File: config.mk
export PLATFORM = sky130hd
export DESIGN_NAME = spr_param
export DESIGN_NICKNAME = d
export VERILOG_FILES = /design/src/rtl/spr_pkg.sv /design/src/rtl/spr_clear_ctrl.sv /design/src/rtl/spr_param.sv
export SDC_FILE = /design/constraint.sdc
export NUM_CORES = 1
export LEC_CHECK = 0
export ABC_AREA = 0
export ABC_CLOCK_PERIOD_IN_PS = 2700
export CAP_MARGIN = 30
export CORE_MARGIN = 5
export CORE_UTILIZATION = 40
export DETAILED_ROUTE_END_ITERATION = 10
export GPL_ROUTABILITY_DRIVEN = 1
export SLEW_MARGIN = 5
export SYNTH_ARGS = -nofsm -noshare
export SYNTH_HDL_FRONTEND = slang
export SYNTH_SLANG_ARGS = --single-unit
File: constraint.sdc
create_clock -name CLK -period 2.7 [get_ports CLK]
set_input_delay 0.405 -clock CLK [delete_from_list [all_inputs] [get_ports CLK]]
set_output_delay 0.405 -clock CLK [all_outputs]
set_load 0.02 [all_outputs]
File: src/rtl/spr_pkg.sv
// Shared types and helpers for the parametrised single-port RAM (spr_param).
package spr_pkg;

    typedef enum logic {
        S_CLEAR = 1'b0,
        S_READY = 1'b1
    } spr_state_t;

    // Read latency in cycles for a given output-register setting.
    function automatic int out_lat(input int out_reg);
        return 1 + out_reg;
    endfunction

endpackage

File: src/rtl/spr_clear_ctrl.sv
// Sweep controller: state register, clear counter, RDY generation and CLR handling.
module spr_clear_ctrl
    import spr_pkg::*;
#(
    parameter int ADDR_W = 4
) (
    input  logic              CLK,
    input  logic              RST_N,
    input  logic              CLR,
    output logic              sweep_we,
    output logic [ADDR_W-1:0] sweep_addr,
    output spr_state_t        state,
    output logic              RDY
);

    logic [ADDR_W-1:0] cnt;

    // RDY is registered alongside the state so it rises on the edge doing the last sweep write.
    always_ff @(posedge CLK or negedge RST_N) begin
        if (!RST_N) begin
            state <= S_CLEAR;
            cnt   <= '0;
            RDY   <= 1'b0;
        end else begin
            case (state)
                S_CLEAR: begin
                    cnt <= cnt + 1'b1;
                    if (cnt == '1) begin
                        state <= S_READY;
                        RDY   <= 1'b1;
                    end
                end
                S_READY: begin
                    if (CLR) begin
                        state <= S_CLEAR;
                        cnt   <= '0;
                        RDY   <= 1'b0;
                    end
                end
                default: begin
                    state <= S_CLEAR;
                    cnt   <= '0;
                    RDY   <= 1'b0;
                end
            endcase
        end
    end

    assign sweep_we   = (state == S_CLEAR);
    assign sweep_addr = cnt;

endmodule

File: src/rtl/spr_param.sv
// Parametrised single-port synchronous RAM with hardware clear sweep,
// optional output register and read-valid strobe.
module spr_param
    import spr_pkg::*;
#(
    parameter int                DATA_W   = 8,
    parameter int                ADDR_W   = 4,
    parameter int                OUT_REG  = 0,
    parameter logic [DATA_W-1:0] INIT_VAL = '0
) (
    input  logic              CLK,
    input  logic              RST_N,
    input  logic              CLR,
    input  logic              EN,
    input  logic              WEN,
    input  logic [ADDR_W-1:0] Addr,
    input  logic [DATA_W-1:0] Data,
    output logic              RDY,
    output logic [DATA_W-1:0] Q,
    output logic              QV
);

    localparam int DEPTH   = 2 ** ADDR_W;
    localparam int OUT_LAT = out_lat(OUT_REG);

    logic [DATA_W-1:0] mem [DEPTH];
    logic              sweep_we;
    logic [ADDR_W-1:0] sweep_addr;
    spr_state_t        state;
    logic              accept;
    logic              rd;
    logic              wr;

    spr_clear_ctrl #(
        .ADDR_W(ADDR_W)
    ) u_clear_ctrl (
        .CLK       (CLK),
        .RST_N     (RST_N),
        .CLR       (CLR),
        .sweep_we  (sweep_we),
        .sweep_addr(sweep_addr),
        .state     (state),
        .RDY       (RDY)
    );

    // CLR wins over any request presented in the same cycle.
    assign accept = EN && (state == S_READY) && !CLR;
    assign rd     = accept && !WEN;
    assign wr     = accept && WEN;

    // Storage is deliberately not reset; the sweep is what initialises it.
    always_ff @(posedge CLK) begin
        if (sweep_we) begin
            mem[sweep_addr] <= INIT_VAL;
        end else if (wr) begin
            mem[Addr] <= Data;
        end
    end

    generate
        if (OUT_LAT == 2) begin : g_out_reg
            logic [DATA_W-1:0] pipe_q;
            logic              pipe_v;

            always_ff @(posedge CLK or negedge RST_N) begin
                if (!RST_N) begin
                    pipe_q <= '0;
                    pipe_v <= 1'b0;
                    Q      <= '0;
                    QV     <= 1'b0;
                end else begin
                    pipe_v <= rd;
                    if (rd) begin
                        pipe_q <= mem[Addr];
                    end
                    QV <= pipe_v;
                    if (pipe_v) begin
                        Q <= pipe_q;
                    end
                end
            end
        end else begin : g_no_out_reg
            always_ff @(posedge CLK or negedge RST_N) begin
                if (!RST_N) begin
                    Q  <= '0;
                    QV <= 1'b0;
                end else begin
                    QV <= rd;
                    if (rd) begin
                        Q <= mem[Addr];
                    end
                end
            end
        end
    endgenerate

endmodule

---- Word level (Yosys, flattened, before mapping) ----
Memory sizes are Yosys's and may differ from the RTL's. A register that Yosys moved wholly into a read port is not among the register bits.
Cells that the tools add are included.
storage, ports and cells
  logic and storage cells ................. 34
  memories kept ........................... 1
  bits in registers ....................... 7
  bits in writable memories ............... 128
memory list
  memory  words  bits a word  rd ports  clocked after memory_dff  wr ports  line             source
  mem     16     8            1         1                         1         spr_param.sv:26  logic [DATA_W-1:0] mem [DEPTH];
operators by class
  add/sub/neg operators ................... 1
  eq/ne operators ......................... 3
  bitwise logic cells ..................... 1
  multiplexer cells ....................... 15
  reductions and logical operators ........ 9
operators by type and width
  kind                                                                     count
  1-bit 2-to-1 mux                                                         9
  4-bit 2-to-1 mux                                                         2
  8-bit 2-to-1 mux                                                         1
  4-bit one-hot mux with 2 select lines                                    1
  8-bit OR reduction                                                       1
  4-bit by 1-bit adder with 4-bit output, second input constant            1
  4-bit == test, second input constant                                     1
  1-bit logical AND                                                        4
  1-bit one-hot mux with 2 select lines                                    2
  1-bit logical NOT                                                        3
  2-bit by 1-bit inequality test with 1-bit output, second input constant  1
  2-bit inequality test, second input constant                             1
  2-bit AND reduction                                                      1
  1-bit NOT                                                                1

---- Logic depth before layout (Yosys ltp) ----
Gate-level depths: netlist (run 1).
  depth after elaboration ................. 8
  gate-level depth with buffers ........... 6
  gate-level depth less buffers ........... 4

---- Modules after synthesis ----
Synthesis (run 1) repeated with hierarchy kept, for this count alone.
second synthesis, totals
  cell total of the unflattened synthesis .. 311
  area, all modules ....................... 5779.3 um2
by module, submodules not included
  module          instances  sequential area each (um2)  area each (um2)  cells each
  spr_param       1          4068.9                      5519.0           286
  spr_clear_ctrl  1          150.1                       260.2            25

---- Least setup slack after synthesis (run 1) ----
No wires, ideal clock.
  path type ............................... register -> register
  from .................................... register u_clear_ctrl.state
  to ...................................... memory mem[8][0], enable pin
  required time ........................... 2.330 ns
  arrival ................................. 1.661 ns
  stages on the path, launching flop included .. 6
  slack ................................... 0.669 ns
  library setup time ...................... 0.370 ns
  cells stage by stage .................... dfrtp_1 clkbuf_1 and4b_1 clkbuf_1 a32oi_1 nor2_1
between the ends
  longest elaborated chain between the ends .. 8
  elaborated cells on any way between the ends .. 10
  those cells by class .................... mux (6); reduce/logical (4)
RTL lines
  what                                                                          line                  source
  start, declared                                                               spr_clear_ctrl.sv:12  output spr_state_t state,
  start signal, assigned                                                        spr_clear_ctrl.sv:21  state <= S_CLEAR;
  start signal, assigned                                                        spr_clear_ctrl.sv:29  state <= S_READY;
  start signal, assigned                                                        spr_clear_ctrl.sv:35  state <= S_CLEAR;
  1-bit logical AND (2 in a row)                                                spr_param.sv:47       assign accept = EN && (state == S_READY) && !CLR;
  1-bit logical AND                                                             spr_param.sv:49       assign wr = accept && WEN;
  1-bit 2-to-1 mux                                                              spr_param.sv:55       end else if (wr) begin
  1-bit 2-to-1 mux                                                              spr_param.sv:53       if (sweep_we) begin
  1-bit 2-to-1 mux (not written as such)                                        spr_param.sv:56       mem[Addr] <= Data;
  8-bit OR reduction (no source line)                                           -
  4-bit 2-to-1 mux (no source line) / 1-bit 2-to-1 mux (equally long branches)  -
  end, declared                                                                 spr_param.sv:26
Parallel ways exist; a longest one is shown, timed or not.

---- Worst setup path after layout (run 1) ----
  from .................................... register u_clear_ctrl.state
  to ...................................... memory mem[9][3], enable pin
The elaborated chain is that of the path after synthesis.

==> summary.md, run 1 <==
| Metric | Value |
|---|---|
| Status | complete, no violations |
| Setup WS pre-CTS | 0.2178 ns |
| P per Cell Area | 909.9 nW/um^2 |
| Post-synth top area share | 67.37% |
| CTS tree | yes |
| Leak Pwr | 2.435 nW |
| CTS root buffer | clkbuf_16 |
| Reg2Reg Launch Point | u_clear_ctrl.state |
| DR pass1 iterations | 4 |
| Number of synthesized flops with an enable pin | 128 |
| Hold Vio Cnt, Final | 0 |
| Diode count | 0 |
| Worst hold path type | input pin to async pin |
| DIE WIDTH | 129.4 um |
| GR Util All Layers | 15.98% |
| Min Tclk post-route | 2.092 ns |
| Seq/Total Area, Yosys | 73.95% |
| Largest net degree at the start of global routing | 36 |
| Top-Level Pins | 27 |
| Hold Buf Count CTS | 0 |
| Post-synthesis cell type count | 32 |
| Top post-synthesis cells by area | edfxtp_1, mux4_2, dfrtp_1 |
| Max-slew violations | 0 |
| Startpoint Class | flop |
| Fillcell total | 1,139 |
| Bufs on Longest Clock Path | 2 |
| Core area | 13,930 sq um |
| Gate Count Post-Synth | 291 |
| Share of cells above drive strength 1 | 22.99% |
| CTS H-tree lvls | 4 |
| Area grow syn2layout | 19.74% |
| Initial core utilization | 40.94% |
| Placed cell area | 6342 sq um |
| First-iteration detailed-routing DRC count | 211 |
| Worst Setup End Kind | flop |
| Fmax | 0.4781 GHz |
| Setup crit start | u_clear_ctrl.state |
| Initial antenna violation count | 0 |
| Crit Path Class | flop to flop |
| Worst slew margin | 57.07% |
| Vias per cell | 5.433 |
| Post-Synthesis Net Count | 309 |
| Ys Warns | 0 |
| Antenna viol nets, final | 0 |
| Primary FF master, synth | edfxtp_1 |
| Critical Path RT | 2.82 ns |
| Post-Syn Area | 5705 sq um |
| Setup ws final | 0.6083 ns |
| Drt drc | 0 |
| Drt total wl | 12,240 um |
| IO Port Bufs | 26 |
| # Post-CTS Setup Buffers | 0 |
| Most area-hungry cell type in the Yosys netlist | edfxtp_1 |
| Max-cap violations | 0 |
| Crit share post-route | 77.47% |
| CTS Buf Count | 17 |
| Max Fanout on Critical Path | 13 |
| Final nets | 366 |
| Worst clock skew | 0.006043 ns |
| Die area | 16,750 sq um |
| Setup-failing EPs final | 0 |
| Overflow after GRT | 0 |
| Final instance area | 6832 sq um |
| Die height | 129.4 um |
| Post-CTS Resized | 0 |
| Setup TNS | 0 ns |
| Yosys reg bits | 143 |
| Routed len/inst | 22.63 um |
| CP Data Arrival Time | 2.21 ns |
| WHS | 0.3903 ns |
| # rows | 43 |
| Skew-Pair Late Insertion Delay | 0.42 ns |
| Vias in the first global route | 2,995 |
| CTS Sinks | 143 |
| Async set-reset flop share out of synthesis | 10.49% |
| Syn_area_per_cell | 19.61 sq um |
| IR drop worst, VDD | 0.5187 mV |
| Placer's final routability congestion estimate | 0.8849 |
| Most frequent cell after synthesis | edfxtp_1 |
| Worst slew pin tran | 0.6420 ns |
| Unrepaired setup endpoints after global routing | no |
| Vias | 2,939 |
| Clock-pin slew on the worst setup and hold paths | 0.05 ns |
| Most frequent cells after synthesis | edfxtp_1, nor2_1, mux4_2 |
| First-pass GRT wire length | 18,660 um |
| HPWL Detailed | 8016 um |
cell usage in the layout, fill, tap and decap left out, types with 2 or more instances in the layout:
cell type	netlist	routed
edfxtp_1	128	128
nor2_1	28	28
clkdlybuf4s50_1	0	25
mux4_2	24	24
buf_4	2	24
clkbuf_16	0	17
dfrtp_1	15	15
and2_1	8	8
inv_1	8	8
mux2_2	8	8
mux2i_1	8	8
a221o_1	8	8
mux4_1	8	8
clkinv_1	0	8
nand2_1	5	5
o21ai_0	5	5
a31oi_1	4	4
a32oi_1	4	4
clkbuf_1	9	3
clkinv_2	0	3
buf_12	0	3
nor3b_1	2	2
nand3_1	2	2
xnor2_1	2	2
where the power goes:
part	leakage, nW	internal (mW)	switching, mW	total (mW)
Combinational	0.776	0.537	0.697	1.23
Clock	0.237	1.14	0.814	1.95
Sequential	1.42	2.86	0.173	3.03
Total	2.43	4.53	1.68	6.22
routing by layer:
metal / part of all wire [%] / wire length [um] / up-vias / global-route usage (%)
met5: 0 / 0 / - / 0
met4: 2.5 / 312 / 0 / 7.090
met3: 8.1 / 994 / 21 / 4.823
met2: 44 / 5363 / 108 / 22.01
met1: 46 / 5574 / 1515 / 23.53
li1: - / - / 1295 / -
per-stage QoR:
stage	total power [mW]	util, %	cells
finish	6.216	49.03	541
global route	6.504	49.03	541
CTS	6.267	49.03	541
detailed placement	4.311	45.52	509
global placement	4.287	45.52	509
floorplan	3.704	-	291
path summary, 6_finish.rpt:
check,endpoint,slack [ns],depth (start not counted)
setup / recovery,mem[9][3],0.61,4
hold / removal,Q[2],0.39,1
setup reg to reg,mem[9][3],0.61,4
hold reg to reg,Q[1],0.51,1
max in group asynchronous,u_clear_ctrl.sweep_addr[0],1.90,1
min in group CLK,Q[1],0.51,1
state kept, by name (all words and copies together) (netlist names):
register,flops
QV,1
u_clear_ctrl.state,1
u_clear_ctrl.sweep_addr,4
Q,8
u_clear_ctrl.RDY,1
mem,128
logic make-up after synthesis:
kind of cell	count (synthesis)	synth area share (%)
mux	48	16.14
flops	143	73.95
simple gates	50	4.167
xor+xnor	2	0.3071
fa+ha+maj	1	0.2193
buf+inv	24	2.061
compound gates	23	3.158
final cells by class:
type	instances	area, sq um	area share [%]
Timing Repair Buffer	53	495.5	7.253
Clock inverter	12	52.55	0.7692
Tap cell	180	225.2	3.297
Clock buffer	20	436.7	6.392
Inverter	9	33.78	0.4945
Multi-Input combinational cell	124	1369	20.04
Sequential cell	143	4219	61.76
worst max-delay path: stages (launching register included):
cell     delay [ns]
dfrtp_1        0.51
and4b_1        0.54
a32oi_1        0.26
nor2_1         0.26
buf_4          0.23
No activity file was read; power rests on OpenSTA's default activity.
==> inputs of run 2 (changes only) <==
- ABC_CLOCK_PERIOD_IN_PS: 2700 -> 2000
- clock period: 2.7 -> 2 ns (I/O delays scaled with it)
==> summary.md, run 2 (synthesized netlist as in run 1, its figures left out) <==
| Metric | Value |
|---|---|
| Initial antenna violation count | 0 (unchanged) |
| Worst-case reg-to-reg path depth | 5 (+1) |
| Clock-pin slew on the worst setup and hold paths | 0.06 ns (about the same) |
| Max-slew violations | 0 (unchanged) |
| Antenna viol nets, final | 0 (unchanged) |
| Diode count | 0 (unchanged) |
| Reg with most FFs | mem |
| Worst Setup End Kind | flop |
| Post-CTS Resized | 0 (unchanged) |
| HPWL Detailed | 7702 um (-3.9%) |
| Max-cap violations | 0 (unchanged) |
| Skew-Pair Late Insertion Delay | 0.41 ns (about the same) |
| DIE WIDTH | 129.4 um (unchanged) |
| # Post-CTS Setup Buffers | 0 (unchanged) |
| Unrepaired setup endpoints after global routing | no |
| Routed len/inst | 21.50 um (-5.0%) |
| IO Port Bufs | 26 (unchanged) |
| Worst slew pin tran | 0.6654 ns (+0.02349 ns) |
| Placed Cells | 522 (+2.6%) |
| CTS tree | yes |
| Die area | 16,750 sq um (unchanged) |
| Worst slew margin | 55.50% (-1.6 points) |
| WHS | 0.3030 ns (-0.08728 ns) |
| Placer's final routability congestion estimate | 0.7820 (-12%) |
| # rows | 43 (unchanged) |
| Drt total wl | 11,910 um (-2.7%) |
| First-pass GRT wire length | 18,520 um (-0.74%) |
| Share of cells above drive strength 1 | 27.27% (+4.3 points) |
| First-iteration detailed-routing DRC count | 310 (+47%) |
| Placed cell area | 6553 sq um (+3.3%) |
| Largest net degree at the start of global routing | 36 (unchanged) |
| Vias | 2,893 (-1.6%) |
| Die height | 129.4 um (unchanged) |
| P per Cell Area | 1271 nW/um^2 (+40%) |
| CP Data Arrival Time | 1.95 ns (-0.26 ns) |
| Hold Vio Cnt, Final | 0 (unchanged) |
| GR Util All Layers | 15.48% (-0.51 points) |
| Overflow after GRT | 0 (unchanged) |
| CTS H-tree lvls | 4 (unchanged) |
| Vias per cell | 5.222 (-3.9%) |
| Tot Pwr | 9.158 mW (+47%) |
| CTS Sinks | 143 (unchanged) |
| Fmax | 0.5454 GHz |
| Crit Path Class | input pin to flop |
| Area grow syn2layout | 26.25% |
| Status | complete, no violations |
| Min Tclk post-route | 1.833 ns |
| Bufs on Longest Clock Path | 2 (unchanged) |
| Setup-failing EPs final | 0 (unchanged) |
| Final instance area | 7203 sq um (+5.4%) |
| Hold Buf Count CTS | 0 (unchanged) |
| Max Fanout on Critical Path | 8 (-5) |
| Final Util | 51.69% (+2.7 points) |
| Crit share post-route | 91.67% |
| Drt drc | 0 (unchanged) |
| Worst clock skew | 0.006843 ns (+0.0008002 ns) |
| Max reg flops | 128 (unchanged) |
| Initial core utilization | 40.94% (unchanged) |
| Most frequent cells in the layout | edfxtp_1, nor2_1, buf_4 |
| CTS Buf Count | 17 (unchanged) |
| Vias in the first global route | 3,120 (+4.2%) |
| Finished Layout Cells | 554 (+2.4%) |
| Fillcell total | 1,105 (-3.0%) |
| Core area | 13,930 sq um (unchanged) |
| Final nets | 379 (+3.6%) |
| Leak Pwr | 2.602 nW (+6.9%) |
| Commonest non-fill, non-tap cell in the layout | edfxtp_1 |
| CTS root buffer | clkbuf_16 |
| IR drop worst, VDD | 0.6982 mV (+35%) |
| Top-Level Pins | 27 (unchanged) |
| Worst hold path type | input pin to async pin |
| Startpoint Class | input pin |
| DR pass1 iterations | 4 (unchanged) |
| Critical Path RT | 2.11 ns (-0.71 ns) |
[run 2: per-stage QoR]
step | setup TNS [ns] | setup slack, ns
floorplan | -2.374 | -0.03150
global placement | -17.83 | -0.1742
detailed placement | -28.52 | -0.2040
CTS | 0 | 0.2082
global route | 0 | 0.09212
finish | 0 | 0.1666
[run 2: path summary, 6_finish.rpt]
kind                                    startpoint                         end  slack, ns
worst max-delay path                           CLR                   mem[7][6]       0.17
worst min-delay path                         RST_N                        Q[4]       0.30
worst max register to register  u_clear_ctrl.state                   mem[4][3]       0.19
worst min register to register                Q[4]                        Q[4]       0.52
max in group asynchronous                    RST_N  u_clear_ctrl.sweep_addr[1]       1.27
min in group CLK                              Q[4]                        Q[4]       0.52
[run 2: per-layer routing]
layer  GRT usage [%]  up-vias  part of all wire (%)
li1                -     1322                     -
met1           22.53     1489                    48
met2           23.17       69                    47
met3           3.586       13                   3.6
met4           5.318        0                   1.4
met5               0        -                     0
[run 2: worst max-delay path, stage by stage]
cell and delay [ns]:
clkdlybuf4s50_1 0.42, and4b_1 0.48, buf_4 0.21, a32oi_1 0.18
nor2_1 0.14, buf_4 0.20
[run 2: cell type report]
cell class	count	area, sq um	area share [%]
repair buffers	66	705.7	9.797
clock inverters	13	217.7	3.022
inverters	9	33.78	0.4690
clock buffers	19	432.9	6.010
flip-flops and latches	143	4219	58.57
well taps	180	225.2	3.127
multi-input cells	124	1369	19.00
[run 2: report_power, final]
group / leakage (nW) / switching, mW / internal, mW
sequential: 1.42 / 0.221 / 3.85
combinational: 0.867 / 0.883 / 0.742
clock: 0.313 / 1.14 / 2.32
total: 2.60 / 2.24 / 6.92
==> inputs of run 3 (changes only) <==
- CTS_BUF_LIST: unset -> sky130_fd_sc_hd__clkbuf_4 sky130_fd_sc_hd__clkbuf_8
==> summary.md, run 3 (synthesized netlist as in run 1, its figures left out) <==
| Metric | Value |
|---|---|
| Status | complete, no violations |
| CP cell instances | clkdlybuf4s50_1 > and4b_1 > buf_4 > a32oi_1 > nor2_1 > buf_4 |
| Reg2Reg Launch Point | u_clear_ctrl.state |
| Worst hold path type | input pin to async pin |
| Drt drc | 0 (unchanged) |
| Tot Pwr | 8.334 mW (-9.0%) |
| Fmax | 0.5542 GHz (+1.6%) |
| Setup WS pre-CTS | -0.2040 ns (unchanged) |
| Crit Path Class | input pin to flop |
| Placer's final routability congestion estimate | 0.7820 (unchanged) |
| WHS | 0.2746 ns (-0.02842 ns) |
| Setup-failing EPs final | 0 (unchanged) |
| Routed len/inst | 21.38 um (-0.57%) |
| Drt total wl | 11,840 um (-0.57%) |
| Worst R2R End | mem[7][6] |
| Hold Vio Cnt, Final | 0 (unchanged) |
| Max reg flops | 128 (unchanged) |
| CTS root buffer | clkbuf_8 |
| Crit path buffers/inverters | 3 (unchanged) |
| Skew-Pair Late Insertion Delay | 0.43 ns (+0.02 ns) |
| Most frequent cells in the layout | edfxtp_1, nor2_1, buf_4 |
| CTS tree | yes |
| Share of cells above drive strength 1 | 27.81% (+0.53 points) |
| Die area | 16,750 sq um (unchanged) |
| Setup ws final | 0.1957 ns (+0.02905 ns) |
| Finished Layout Cells | 554 (unchanged) |
| P per Cell Area | 1187 nW/um^2 (-6.6%) |
| Worst Setup End Kind | flop |
| Area grow syn2layout | 23.03% |
| Delay of the slowest critical-path stage | 0.48 ns (about the same) |
| Crit share post-route | 90.22% (-1.5 points) |
| Vias | 2,927 (+1.2%) |
| Max-slew violations | 0 (unchanged) |
| Top Family by Delay on Critical Path | buffers and inverters |
| GR Util All Layers | 15.17% (-0.31 points) |
| CTS Sinks | 143 (unchanged) |
| Unrepaired setup endpoints after global routing | no |
| Core area | 13,930 sq um (unchanged) |
| IO Port Bufs | 26 (unchanged) |
| Overflow after GRT | 0 (unchanged) |
| Critical Path RT | 2.13 ns (+0.02 ns) |
| Final Util | 50.37% (-1.3 points) |
| Vias per cell | 5.283 (+1.2%) |
| CP Data Arrival Time | 1.94 ns (about the same) |
| First-pass GRT wire length | 18,200 um (-1.7%) |
| Diode count | 0 (unchanged) |
| Initial core utilization | 40.94% (unchanged) |
| # Post-CTS Setup Buffers | 0 (unchanged) |
| Antenna viol nets, final | 0 (unchanged) |
| DIE WIDTH | 129.4 um (unchanged) |
| Vias in the first global route | 3,078 (-1.3%) |
| Bufs on Longest Clock Path | 2 (unchanged) |
| Min Tclk post-route | 1.804 ns (-0.02904 ns) |
| Top-Level Pins | 27 (unchanged) |
| Slowest CP cell | and4b_1 |
| Critical Path Most Common Cell | buf_4 |
| Worst slew margin | 55.83% (+0.33 points) |
| Initial antenna violation count | 0 (unchanged) |
| Max-cap violations | 0 (unchanged) |
| Reg with most FFs | mem |
| CTS H-tree lvls | 4 (unchanged) |
| IR drop worst, VDD | 0.5306 mV (-24%) |
| Leak Pwr | 2.521 nW (-3.1%) |
| # rows | 43 (unchanged) |
| Max Fanout on Critical Path | 8 (unchanged) |
| Worst slew pin tran | 0.6605 ns (-0.004967 ns) |
| CTS Buf Count | 17 (unchanged) |
| R2R Setup Slk | 0.21 ns (+0.02 ns) |
| Worst-case reg-to-reg path depth | 5 (unchanged) |
| Final nets | 379 (unchanged) |
| DR pass1 iterations | 4 (unchanged) |
| Setup TNS | 0 ns (unchanged) |
| Placed Cells | 522 (unchanged) |
| Post-CTS Resized | 0 (unchanged) |
| Commonest non-fill, non-tap cell in the layout | edfxtp_1 |
| Placed cell area | 6553 sq um (unchanged) |
| Die height | 129.4 um (unchanged) |
| Hold Buf Count CTS | 0 (unchanged) |
| Worst clock skew | 0.007706 ns (+0.0008629 ns) |
| Startpoint Class | input pin |
| First-iteration detailed-routing DRC count | 257 (-17%) |
| Largest net degree at the start of global routing | 36 (unchanged) |
| Final instance area | 7019 sq um (-2.6%) |
| Clock-pin slew on the worst setup and hold paths | 0.07 ns (about the same) |
| HPWL Detailed | 7702 um (unchanged) |
-- run 3: cell counts in the layout (fill, tap and decap cells not counted) --
No cell type changed its count.
-- run 3: worst register-to-register path, delay by kind of cell (launching register included) --
family          cells  cell delay [ns]
simple gates        2             0.56
buf+inv             2             0.41
flops               1             0.35
compound gates      1             0.17
-- run 3: how the worst max path moves through the flow --
stage,slack (ns),depth (start not counted),endpoint,startpoint
after floorplan,-0.03,5,mem[8][0],u_clear_ctrl.state
after global placement,-0.17,5,Q[4],Addr[1]
after detailed placement,-0.20,6,mem[11][6],EN
after CTS,0.21,5,mem[11][0],u_clear_ctrl.state
after global routing,0.10,5,mem[7][5],u_clear_ctrl.state
final,0.20,6,mem[7][6],CLR
-- run 3: cell type report --
cell class	count	area, sq um
fillers	1127	6915
flip-flops and latches	143	4219
multi-input cells	124	1369
repair buffers	66	705.7
clock buffers	19	249.0
well taps	180	225.2
clock inverters	13	217.7
inverters	9	33.78
-- run 3: where the power goes --
group          total [mW]  leakage [nW]  internal, mW  switching [mW]
Sequential           4.07          1.42          3.85           0.219
Combinational        1.63         0.867         0.742           0.884
Clock                2.64         0.233          1.62            1.02
Total                8.33          2.52          6.21            2.12
-- run 3: metal layers --
layer	vias up	wire, um	GRT usage [%]
met2	95	5626	22.93
met4	0	76	4.768
met3	5	738	3.710
met1	1510	5403	21.94
li1	1317	-	-
met5	-	0	0
